===== src/rtl/mips_pkg.sv =====
// rtl/mips_pkg.sv - shared MIPS opcodes, instruction field positions and fetch FSM state type
package mips_pkg;

  localparam logic [5:0] OP_RTYPE = 6'b000000;
  localparam logic [5:0] OP_LW    = 6'b100011;
  localparam logic [5:0] OP_SW    = 6'b101011;
  localparam logic [5:0] OP_BEQ   = 6'b000100;
  localparam logic [5:0] OP_J     = 6'b000010;

  localparam int OPCODE_MSB = 31;
  localparam int OPCODE_LSB = 26;
  localparam int RS_MSB     = 25;
  localparam int RS_LSB     = 21;
  localparam int RT_MSB     = 20;
  localparam int RT_LSB     = 16;
  localparam int RD_MSB     = 15;
  localparam int RD_LSB     = 11;
  localparam int FUNCT_MSB  = 5;
  localparam int FUNCT_LSB  = 0;
  localparam int IMM_MSB    = 15;
  localparam int IMM_LSB    = 0;
  localparam int JIDX_MSB   = 25;
  localparam int JIDX_LSB   = 0;

  typedef enum logic [1:0] {
    RESET_WAIT = 2'd0,
    FETCH      = 2'd1,
    HOLD       = 2'd2
  } fetch_state_t;

  // Word offset of a branch: sign-extended immediate scaled to bytes.
  function automatic logic [31:0] branch_offset(input logic [15:0] imm);
    return {{14{imm[15]}}, imm, 2'b00};
  endfunction

endpackage


===== src/rtl/pc_next_logic.sv =====
// rtl/pc_next_logic.sv - sequential / branch / jump target select for the fetch unit
module pc_next_logic
  import mips_pkg::*;
(
  input  logic [31:0] pc,
  input  logic [31:0] ir,
  input  logic        branch,
  input  logic        zero,
  output logic [31:0] pc_plus4,
  output logic [31:0] next_pc
);

  logic [5:0]  opcode;
  logic [15:0] imm16;
  logic [25:0] jidx;
  logic [31:0] jump_target;
  logic [31:0] branch_target;

  assign opcode = ir[OPCODE_MSB:OPCODE_LSB];
  assign imm16  = ir[IMM_MSB:IMM_LSB];
  assign jidx   = ir[JIDX_MSB:JIDX_LSB];

  assign pc_plus4      = pc + 32'd4;
  assign jump_target   = {pc_plus4[31:28], jidx, 2'b00};
  assign branch_target = pc_plus4 + branch_offset(imm16);

  // Jump wins over a taken branch; Branch is trusted as-is from control_unit.
  always_comb begin
    next_pc = pc_plus4;
    if (opcode == OP_J) begin
      next_pc = jump_target;
    end else if (branch && zero) begin
      next_pc = branch_target;
    end
  end

endmodule


===== src/rtl/instruction_fetch_unit.sv =====
// rtl/instruction_fetch_unit.sv - PC/IR holder with imem req/ready fetch FSM feeding control_unit
module instruction_fetch_unit
  import mips_pkg::*;
#(
  parameter logic [31:0] RESET_PC = 32'h0000_0000,
  parameter int          ADDR_W   = 32
) (
  input  logic              clk,
  input  logic              rst_n,
  output logic              imem_req,
  output logic [ADDR_W-1:0] imem_addr,
  input  logic              imem_ready,
  input  logic [31:0]       imem_rdata,
  output logic              instr_valid,
  input  logic              instr_ready,
  input  logic              Branch,
  input  logic              Zero,
  output logic [5:0]        Opcode,
  output logic [4:0]        Rs,
  output logic [4:0]        Rt,
  output logic [4:0]        Rd,
  output logic [5:0]        Funct,
  output logic [15:0]       Imm16,
  output logic [ADDR_W-1:0] PC,
  output logic [ADDR_W-1:0] PC_plus4
);

  fetch_state_t      state;
  logic [ADDR_W-1:0] pc;
  logic [31:0]       ir;
  logic [31:0]       next_pc;
  logic [31:0]       pc_plus4;

  pc_next_logic u_pc_next (
    .pc       (pc),
    .ir       (ir),
    .branch   (Branch),
    .zero     (Zero),
    .pc_plus4 (pc_plus4),
    .next_pc  (next_pc)
  );

  // Outputs decode straight from state so an async reset drops req/valid at once.
  assign imem_req    = (state == FETCH);
  assign instr_valid = (state == HOLD);
  assign imem_addr   = pc;
  assign PC          = pc;
  assign PC_plus4    = pc_plus4;

  assign Opcode = ir[OPCODE_MSB:OPCODE_LSB];
  assign Rs     = ir[RS_MSB:RS_LSB];
  assign Rt     = ir[RT_MSB:RT_LSB];
  assign Rd     = ir[RD_MSB:RD_LSB];
  assign Funct  = ir[FUNCT_MSB:FUNCT_LSB];
  assign Imm16  = ir[IMM_MSB:IMM_LSB];

  always_ff @(posedge clk or negedge rst_n) begin
    if (!rst_n) begin
      state <= RESET_WAIT;
      pc    <= RESET_PC;
      ir    <= 32'h0;
    end else begin
      case (state)
        RESET_WAIT: state <= FETCH;
        FETCH: begin
          if (imem_ready) begin
            ir    <= imem_rdata;
            state <= HOLD;
          end
        end
        HOLD: begin
          if (instr_ready) begin
            pc    <= next_pc;
            state <= FETCH;
          end
        end
        default: state <= RESET_WAIT;
      endcase
    end
  end

  // A misaligned RESET_PC is a configuration error and shows up here.
  a_pc_aligned: assert property (@(posedge clk) disable iff (!rst_n) pc[1:0] == 2'b00);

endmodule


===== config.mk =====
export PLATFORM = sky130hd
export DESIGN_NAME = instruction_fetch_unit
export DESIGN_NICKNAME = d
export VERILOG_FILES = /design/src/rtl/mips_pkg.sv /design/src/rtl/pc_next_logic.sv /design/src/rtl/instruction_fetch_unit.sv
export SDC_FILE = /design/constraint.sdc
export NUM_CORES = 1
export LEC_CHECK = 0
export ABC_CLOCK_PERIOD_IN_PS = 4800
export CORE_MARGIN = 4
export CORE_UTILIZATION = 35
export DETAILED_ROUTE_END_ITERATION = 8
export GPL_TIMING_DRIVEN = 0
export PLACE_DENSITY = 0.74
export SETUP_SLACK_MARGIN = 0.15
export SLEW_MARGIN = 20
export SYNTH_ARGS = -nofsm -noshare
export SYNTH_HDL_FRONTEND = slang
export SYNTH_SLANG_ARGS = --single-unit

===== constraint.sdc =====
create_clock -name clk -period 4.8 [get_ports clk]
set_clock_uncertainty 0.1 [all_clocks]
set_input_delay 0.96 -clock clk [delete_from_list [all_inputs] [get_ports clk]]
set_output_delay 0.96 -clock clk [all_outputs]
set_load 0.03 [all_outputs]

== Word level (Yosys, flattened, before mapping) ==
Cells that the tools add are included.

* Register bits after elaboration: 66
* Bits of input ports: 38
* Output and inout port bits: 141
* Logic and storage cells: 20

* $add $sub $neg: 2
* Equal/unequal tests: 5
* Mux-type cells: 5
* Reduce and logical (&&, ||, !) cells: 5

{| class="wikitable"
|+ Operators by type and width
! kind !! count
|-
| two-way mux 32 bit || 2
|-
| adder 32 x 3 -> 32 bit, second input constant || 1
|-
| adder 32 bit || 1
|-
| == test 6 x 2 -> 1 bit, second input constant || 1
|-
| case mux 2 bit (3 select lines) || 1
|-
| AND reduction 2 bit || 3
|-
| two-way mux 2 bit || 2
|-
| != test 2 x 1 -> 1 bit, second input constant || 2
|-
| == test 2 x 1 -> 1 bit, second input constant || 1
|-
| == test 2 bit, second input constant || 1
|-
| zero test 2 bit || 1
|-
| logical AND 1 bit || 1
|}

== Logic depth before layout (Yosys ltp) ==
Gate-level depths: netlist of run 1.

* Depth in word-level cells: 4
* Mapped depth: 16
* Mapped depth without buffers: 15

== Cells and area by module ==
Synthesis of run 1 repeated with hierarchy kept, for this count alone.

* Cells, all modules: 642
* Area, all modules: 5945.7 um^2

{| class="wikitable"
|+ Modules (own cells, without submodules)
! module !! instances !! cells each !! area an instance (um^2)
|-
| pc_next_logic || 1 || 455 || 2981.6
|-
| instruction_fetch_unit || 1 || 187 || 2964.1
|}

== Least setup slack after synthesis of run 1 ==
No wires, ideal clock.

* Path type: flip-flop to flip-flop
* From: reg pc[3], in the netlist PC[3]
* To: reg pc[21], in the netlist PC[21]
* Arrival time: 3.929 ns
* Path slack: 0.680 ns
* Cell stages (with the launch flop): 14
* Buffers on the path: 1
* Clock period less this slack: 4.120 ns
* Cells stage by stage: dfrtp_1 ha_1 nand2_1 nor4_4 xor2_1 ha_1 buf_2 a21o_1 a2111o_1 o2111a_2 a41oi_1 xor2_1 o211a_1 o31ai_2

* Word-level cells in the longest chain between the ends: 4

{| class="wikitable"
|+ RTL lines
! element !! line !! RTL
|-
| from (decl) || instruction_fetch_unit.sv:29 || <nowiki>logic [ADDR_W-1:0] pc;</nowiki>
|-
| from (signal assigned) || instruction_fetch_unit.sv:73 || <nowiki>pc <= next_pc;</nowiki>
|-
| adder 32 x 3 -> 32 bit || pc_next_logic.sv:23 || <nowiki>assign pc_plus4 = pc + 32'd4;</nowiki>
|-
| net PC_plus4[12] || instruction_fetch_unit.sv:25 || <nowiki>output logic [ADDR_W-1:0] PC_plus4</nowiki>
|-
| adder 32 bit || pc_next_logic.sv:25 || <nowiki>assign branch_target = pc_plus4 + branch_offset(imm16);</nowiki>
|-
| two-way mux 32 bit || pc_next_logic.sv:32 || <nowiki>end else if (branch && zero) begin</nowiki>
|-
| two-way mux 32 bit || pc_next_logic.sv:30 || <nowiki>if (opcode == OP_J) begin</nowiki>
|}

The timed path passes the listed nets, and every way through them passes these cells.
A chain may end at the register's enable or synchronous reset.

== Worst setup path in the final report of run 1 ==
* From: reg pc[4], in the netlist PC[4]
* To: out PC_plus4[27]

* Word-level cells in the longest chain between the ends: 1

{| class="wikitable"
|+ RTL lines
! element !! line
|-
| adder 32 x 3 -> 32 bit || pc_next_logic.sv:23
|-
| to (decl) || instruction_fetch_unit.sv:25
|}

No other way between the ends.

==> results.md, run 1 <==
* Status: complete, no violations
* Post-route ant nets at 0
* Vias in the first global route at 5,402
* Worst path bufs/invs at 1
* Initial antenna violation count at 0
* Initial DRC count at 371
* Top cell by count, worst path: nand3_1
* Synth Warn # at 0
* H-tree levels at 3
* Sink Count at 64
* Mapped cell area at about 5500 sq um
* Core Rows at 45
* Nets at around 890
* Period utilization at 0.910
* Post-synthesis sequential area ratio at 0.291
* Max_slew headroom at 0.348
* Share of cells above drive strength 1 at 0.145
* Yosys top cell by area: dfrtp_1
* Die X at ~130 um
* CP Max Fanout at 7
* Syn_area_per_cell at 8.78 sq um
* Total Routed Length at between 15 and 20 mm
* EDFF count, synth at 0
* Grt ovf at 0
* Worst path arrival time at approximately 3300 ps
* Die Y at roughly 130 um
* Fin. Hold Viols at 0
* Setup tns final at 0 ps
* Cell Count, Final, Fillers Out at a little over 1,000
* Area delta synth->final at 41.9%
* GR Util All Layers at 0.203
* Hold Crit Start: state[1]
* Post-CTS Hold Buffers at 0
* Placed cells at 1,017
* Critical path type: flop to output pin
* Clock slew at reported path FFs at 60 ps
* Ys flop type: dfrtp_1
* Max Transition Viols Final at 0
* Vias per inst at about 5.3
* Final min period at around 4400 ps
* Initial DRT Pass Iterations at 5
* Synth top area cells: dfrtp_1 (29%), ha_1 (8.2%), mux2_2 (6.5%), buf_4 (6.4%), xnor2_1 (4.4%)
* CP startpoint kind: flop
* Delay-heaviest family, CP: simple AND/OR/NAND/NOR gates
* Post-Synthesis Cells at around 630
* CTS Buf Count at 9
* Fmax at 229 MHz
* Setup Viol. Count Final at 0
* IO Count at about 180
* IO buf count at roughly 170
* Largest net degree at the start of global routing at 38
* Hold WC Path Type: flop to flop
* Die area at ~18,000 sq um
* Worst Setup End Kind: output pin
* Critical Path RT at roughly 3700 ps
* Clock Latency Late Sink at 340 ps
* Clock Path Buffers at 2
* CTS tree: built
* Most numerous cell in the Yosys netlist: dfrtp_1
* Pre-CTS setup slack at 650 ps
* Area share of the largest cell type after synthesis at 0.291
* Slowest CP cell: clkdlybuf4s50_1
* Crit-path cells: nand3_1, nor3_2, and4_1, nand3_1, xnor2_1, clkdlybuf4s50_1
* Worst setup startpoint: PC[4]
* Synth top cells by count: dfrtp_1 (64), nand2_1 (61), buf_4 (47)
* Synthesized flop and latch total at 64
* DRC viols at 0
* # Post-CTS Setup Buffers at 0
* Crit-path max cell delay at 760 ps
* Root Driver: clkbuf_16
* WL/cell at between 15 and 20 um
* Synth unique cells at 69
* Cts repair resizes at 0
* Core area at 15,300 sq um
* # diodes at 0
* Initial Utilization at 0.360
* Final worst slack at ~430 ps
* Max Cap Violations at 0
* First-pass GRT wire length at between 20 and 30 mm
* Vias at ~5,500
* Launch point of the worst reg-to-reg path: PC[4]
* RSZ-0062 raised after global routing: false
* Gpl congestion at between 0.8 and 0.9
* Measured slew at the worst slew-check pin at roughly 980 ps
* Ys async rst share at 1.00
* DP Wirelength at between 10 and 15 mm
* Core Util, Final at 0.511
## kinds of logic after synthesis
kind of cell / count (synthesis) / share of synthesized area
buf+inv: 81 / 0.0876
xor+xnor: 49 / 0.0792
compound gates: 176 / 0.216
other cells: 1 / 0.000680
fa+ha+maj: 37 / 0.0853
mux: 35 / 0.0710
simple gates: 185 / 0.170
flops: 64 / 0.291
## layout by cell type (no fill, tap or decap), drive strengths merged, types with 5 or more instances in the layout
master,netlist,final
a31oi,9,9
o211ai,11,11
o31ai,6,6
nor3,9,9
and3,11,11
a211oi,11,11
nand4,13,13
a21oi,40,40
dfrtp,64,64
mux2,33,33
buf,49,51
xnor2,29,29
nand2b,9,9
xor2,20,20
and4,5,5
nand2,61,61
conb,1,6
clkbuf,25,36
a21o,15,15
ha,36,36
nand3,20,20
nor2,33,33
inv,7,7
nor2b,6,6
clkdlybuf4s50,0,171
o21ai,49,49
## final timing paths
kind | end | slack [ps] | cells after the start
setup / recovery | PC_plus4[27] | 430 | 6
hold / removal | state[0] | 410 | 1
setup reg to reg | PC[30] | 720 | 14
hold reg to reg | state[0] | 410 | 1
max in group asynchronous | ir[21] | 3600 | 2
min in group asynchronous | ir[6] | 450 | 1
## sequential cells by signal (all words and copies together), names as in the netlist
signal / count
ir: 32
PC: 30
state: 2
## per-layer routing
layer | vias to the layer above | GRT usage | wire [um]
met1 | 2592 | 0.267 | 7840
li1 | 2625 | - | -
met2 | 226 | 0.335 | 8690
met3 | 20 | 0.0457 | 1330
met4 | 0 | 0.0606 | 310
met5 | - | 0 | 0
## metrics by stage
step           cell area [sq um]  hold slack, ps
6_report                    7820             413
5_1_grt                     7820             445
4_1_cts                     7820             409
3_5_place_dp                7530             391
3_3_place_gp                7520             383
2_1_floorplan               5530             355
## final cells by class
type,instances,area [sq um]
plain buffers,74,457
flip-flops and latches,64,1600
well taps,211,264
clock buffers,11,243
repair buffers,173,1740
multi-input cells,488,3450
fillers,1472,7490
inverters,7,26.3
clock inverters,4,45.0
Power of run 1 is left out: the tool's default activity adds up to more than one toggle a clock period on the data nets, which glitch-free logic cannot reach.
==> inputs of run 2 (changes only) <==
--- a/config.mk
+++ b/config.mk
@@ -9,8 +9,7 @@
 export CORE_MARGIN = 4
 export CORE_UTILIZATION = 35
 export DETAILED_ROUTE_END_ITERATION = 8
-export GPL_TIMING_DRIVEN = 0
-export PLACE_DENSITY = 0.74
+export PLACE_DENSITY = 0.63
 export SETUP_SLACK_MARGIN = 0.15
 export SLEW_MARGIN = 20
 export SYNTH_ARGS = -nofsm -noshare
==> run 2 against run 1 <==
Effect of this change:
- setup slack got worse by 31 ps
- via count decreased by 4.9%
- cell count fell by 6.6%
- fmax is 0.70% lower
- flip-flop and latch count did not move
- die area is the same
- core utilization is 3.0 points lower
- first-iteration DRC count down 3.0%
- sequential share of layout area increased by 1.3 points
- non-clock buffer count is 69 lower
- global-route usage decreased by 0.97 points
- hold slack lost 15 ps
- highest routed layer unchanged
==> results.md, run 2 (synthesized netlist as in run 1, its figures left out) <==
* Cts repair resizes at 0
* H-tree levels at 3
* Reg-to-reg endpoint: PC[30]
* Core Rows at 45
* Critical Path End: PC_plus4[30]
* Initial Utilization at 0.360
* Clock slew at reported path FFs at 50 ps
* Most frequent cells in the layout: clkdlybuf4s50_1 (171), dfrtp_1 (64), nand2_1 (61), o21ai_0 (44), a21oi_1 (37)
* Post-route ant nets at 0
* Die Y at around 130 um
* Worst setup startpoint: PC[2]
* Area delta synth->final at 33.6%
* Max Cap Violations at 0
* Status: complete, no violations
* Fmax at approximately 230 MHz
* Nets at slightly above 800
* Initial DRT Pass Iterations at 5
* Gpl congestion at between 0.8 and 0.9
* Setup tns final at 0 ps
* Worst path arrival time at ~3300 ps
* Root Driver: clkbuf_16
* Critical path type: flop to output pin
* Measured slew at the worst slew-check pin at around 940 ps
* Final Hold Slack at 398 ps
* CP Max Fanout at 6
* Share of cells above drive strength 1 at 0.0996
* WL/cell at 17.7 um
* Clock Latency Late Sink at ~340 ps
* Worst R2R Path Depth at 13
* Hold WC Path Type: flop to flop
* Final min period at ~4400 ps
* # Post-CTS Setup Buffers at 0
* CP startpoint kind: flop
* DP Wirelength at approximately 13 mm
* Setup Viol. Count Final at 0
* Fill cells at roughly 1,500
* Sink Count at 64
* Vias per inst at ~5.4
* Grt ovf at 0
* RSZ-0062 raised after global routing: false
* Flop2flop setup slack at about 740 ps
* Launch point of the worst reg-to-reg path: PC[4]
* Fin. Hold Viols at 0
* # diodes at 0
* GR Util All Layers at 0.193
* CTS tree: built
* Critical Path RT at ~3700 ps
* Post-CTS Hold Buffers at 0
* DRC viols at 0
* Core area at ~15,000 sq um
* CTS Buf Count at 9
* Reg with most FFs: ir
* Vias in the first global route at about 5,300
* Period utilization at 0.917
* IO buf count at between 150 and 200
* Total Routed Length at 17.1 mm
* Die X at approximately 130 um
* First-pass GRT wire length at around 28 mm
* Max Transition Viols Final at 0
* IO Count at about 180
* Initial antenna violation count at 0
* Max_slew headroom at 0.375
* Vias at a little over 5,000
* Leading cell type in the layout, fill and taps excluded: clkdlybuf4s50_1
* Die area at 17,800 sq um
* Initial DRC count at 360
* Worst Setup End Kind: output pin
* Largest net degree at the start of global routing at 50
* Largest register FFs at 32
* Clock Path Buffers at 2
[run 2: cell types whose count changed in the layout (fill, tap and decap cells not counted), sizes merged]
cell    before  now
buf         51    7
bufinv       1    0
clkbuf      36   12
clkinv       3    4
[run 2: how the worst min path moves through the flow]
stage | start | to | slack [ps] | cells past startpoint
floorplan | state[1] | state[0] | 360 | 1
global placement | state[1] | state[0] | 370 | 1
detailed placement | state[1] | state[0] | 390 | 1
CTS | state[1] | state[0] | 390 | 1
global route | state[1] | state[0] | 420 | 1
finish | state[1] | state[0] | 400 | 1
[run 2: layer usage]
layer / global-route usage / up-vias / routed length (um)
li1: - / 2482 / -
met1: 0.249 / 2499 / 7460
met2: 0.323 / 188 / 8210
met3: 0.0393 / 24 / 1020
met4: 0.0674 / 0 / 365
met5: 0 / - / 0
[run 2: layout make-up]
class	count	area (sq um)	area share
clock inverter	4	20.0	0.00272
tap	211	264	0.0358
inverter	7	26.3	0.00357
multi-input combinational	488	3450	0.468
sequential	64	1600	0.217
timing repair buffer	178	1760	0.239
clock buffer	12	246	0.0335
[run 2: stage by stage]
stage	cell area [sq um]	util	setup slack, ps	std cells
global placement	7100	0.464	792	948
finish	7370	0.481	401	964
global route	7370	0.481	152	964
CTS	7370	0.481	367	964
detailed placement	7100	0.464	746	948
floorplan	5530	-	680	633
[run 2: worst max-delay path: stages, from the launching register on]
cell             delay, ps
dfrtp_1                410
ha_1                   240
nand2_1                130
nor4_4                 490
and3_1                 320
and3_1                 250
nand3_1                110
xnor2_1                310
clkdlybuf4s50_1        730
Power of run 2 is left out for the same reason.
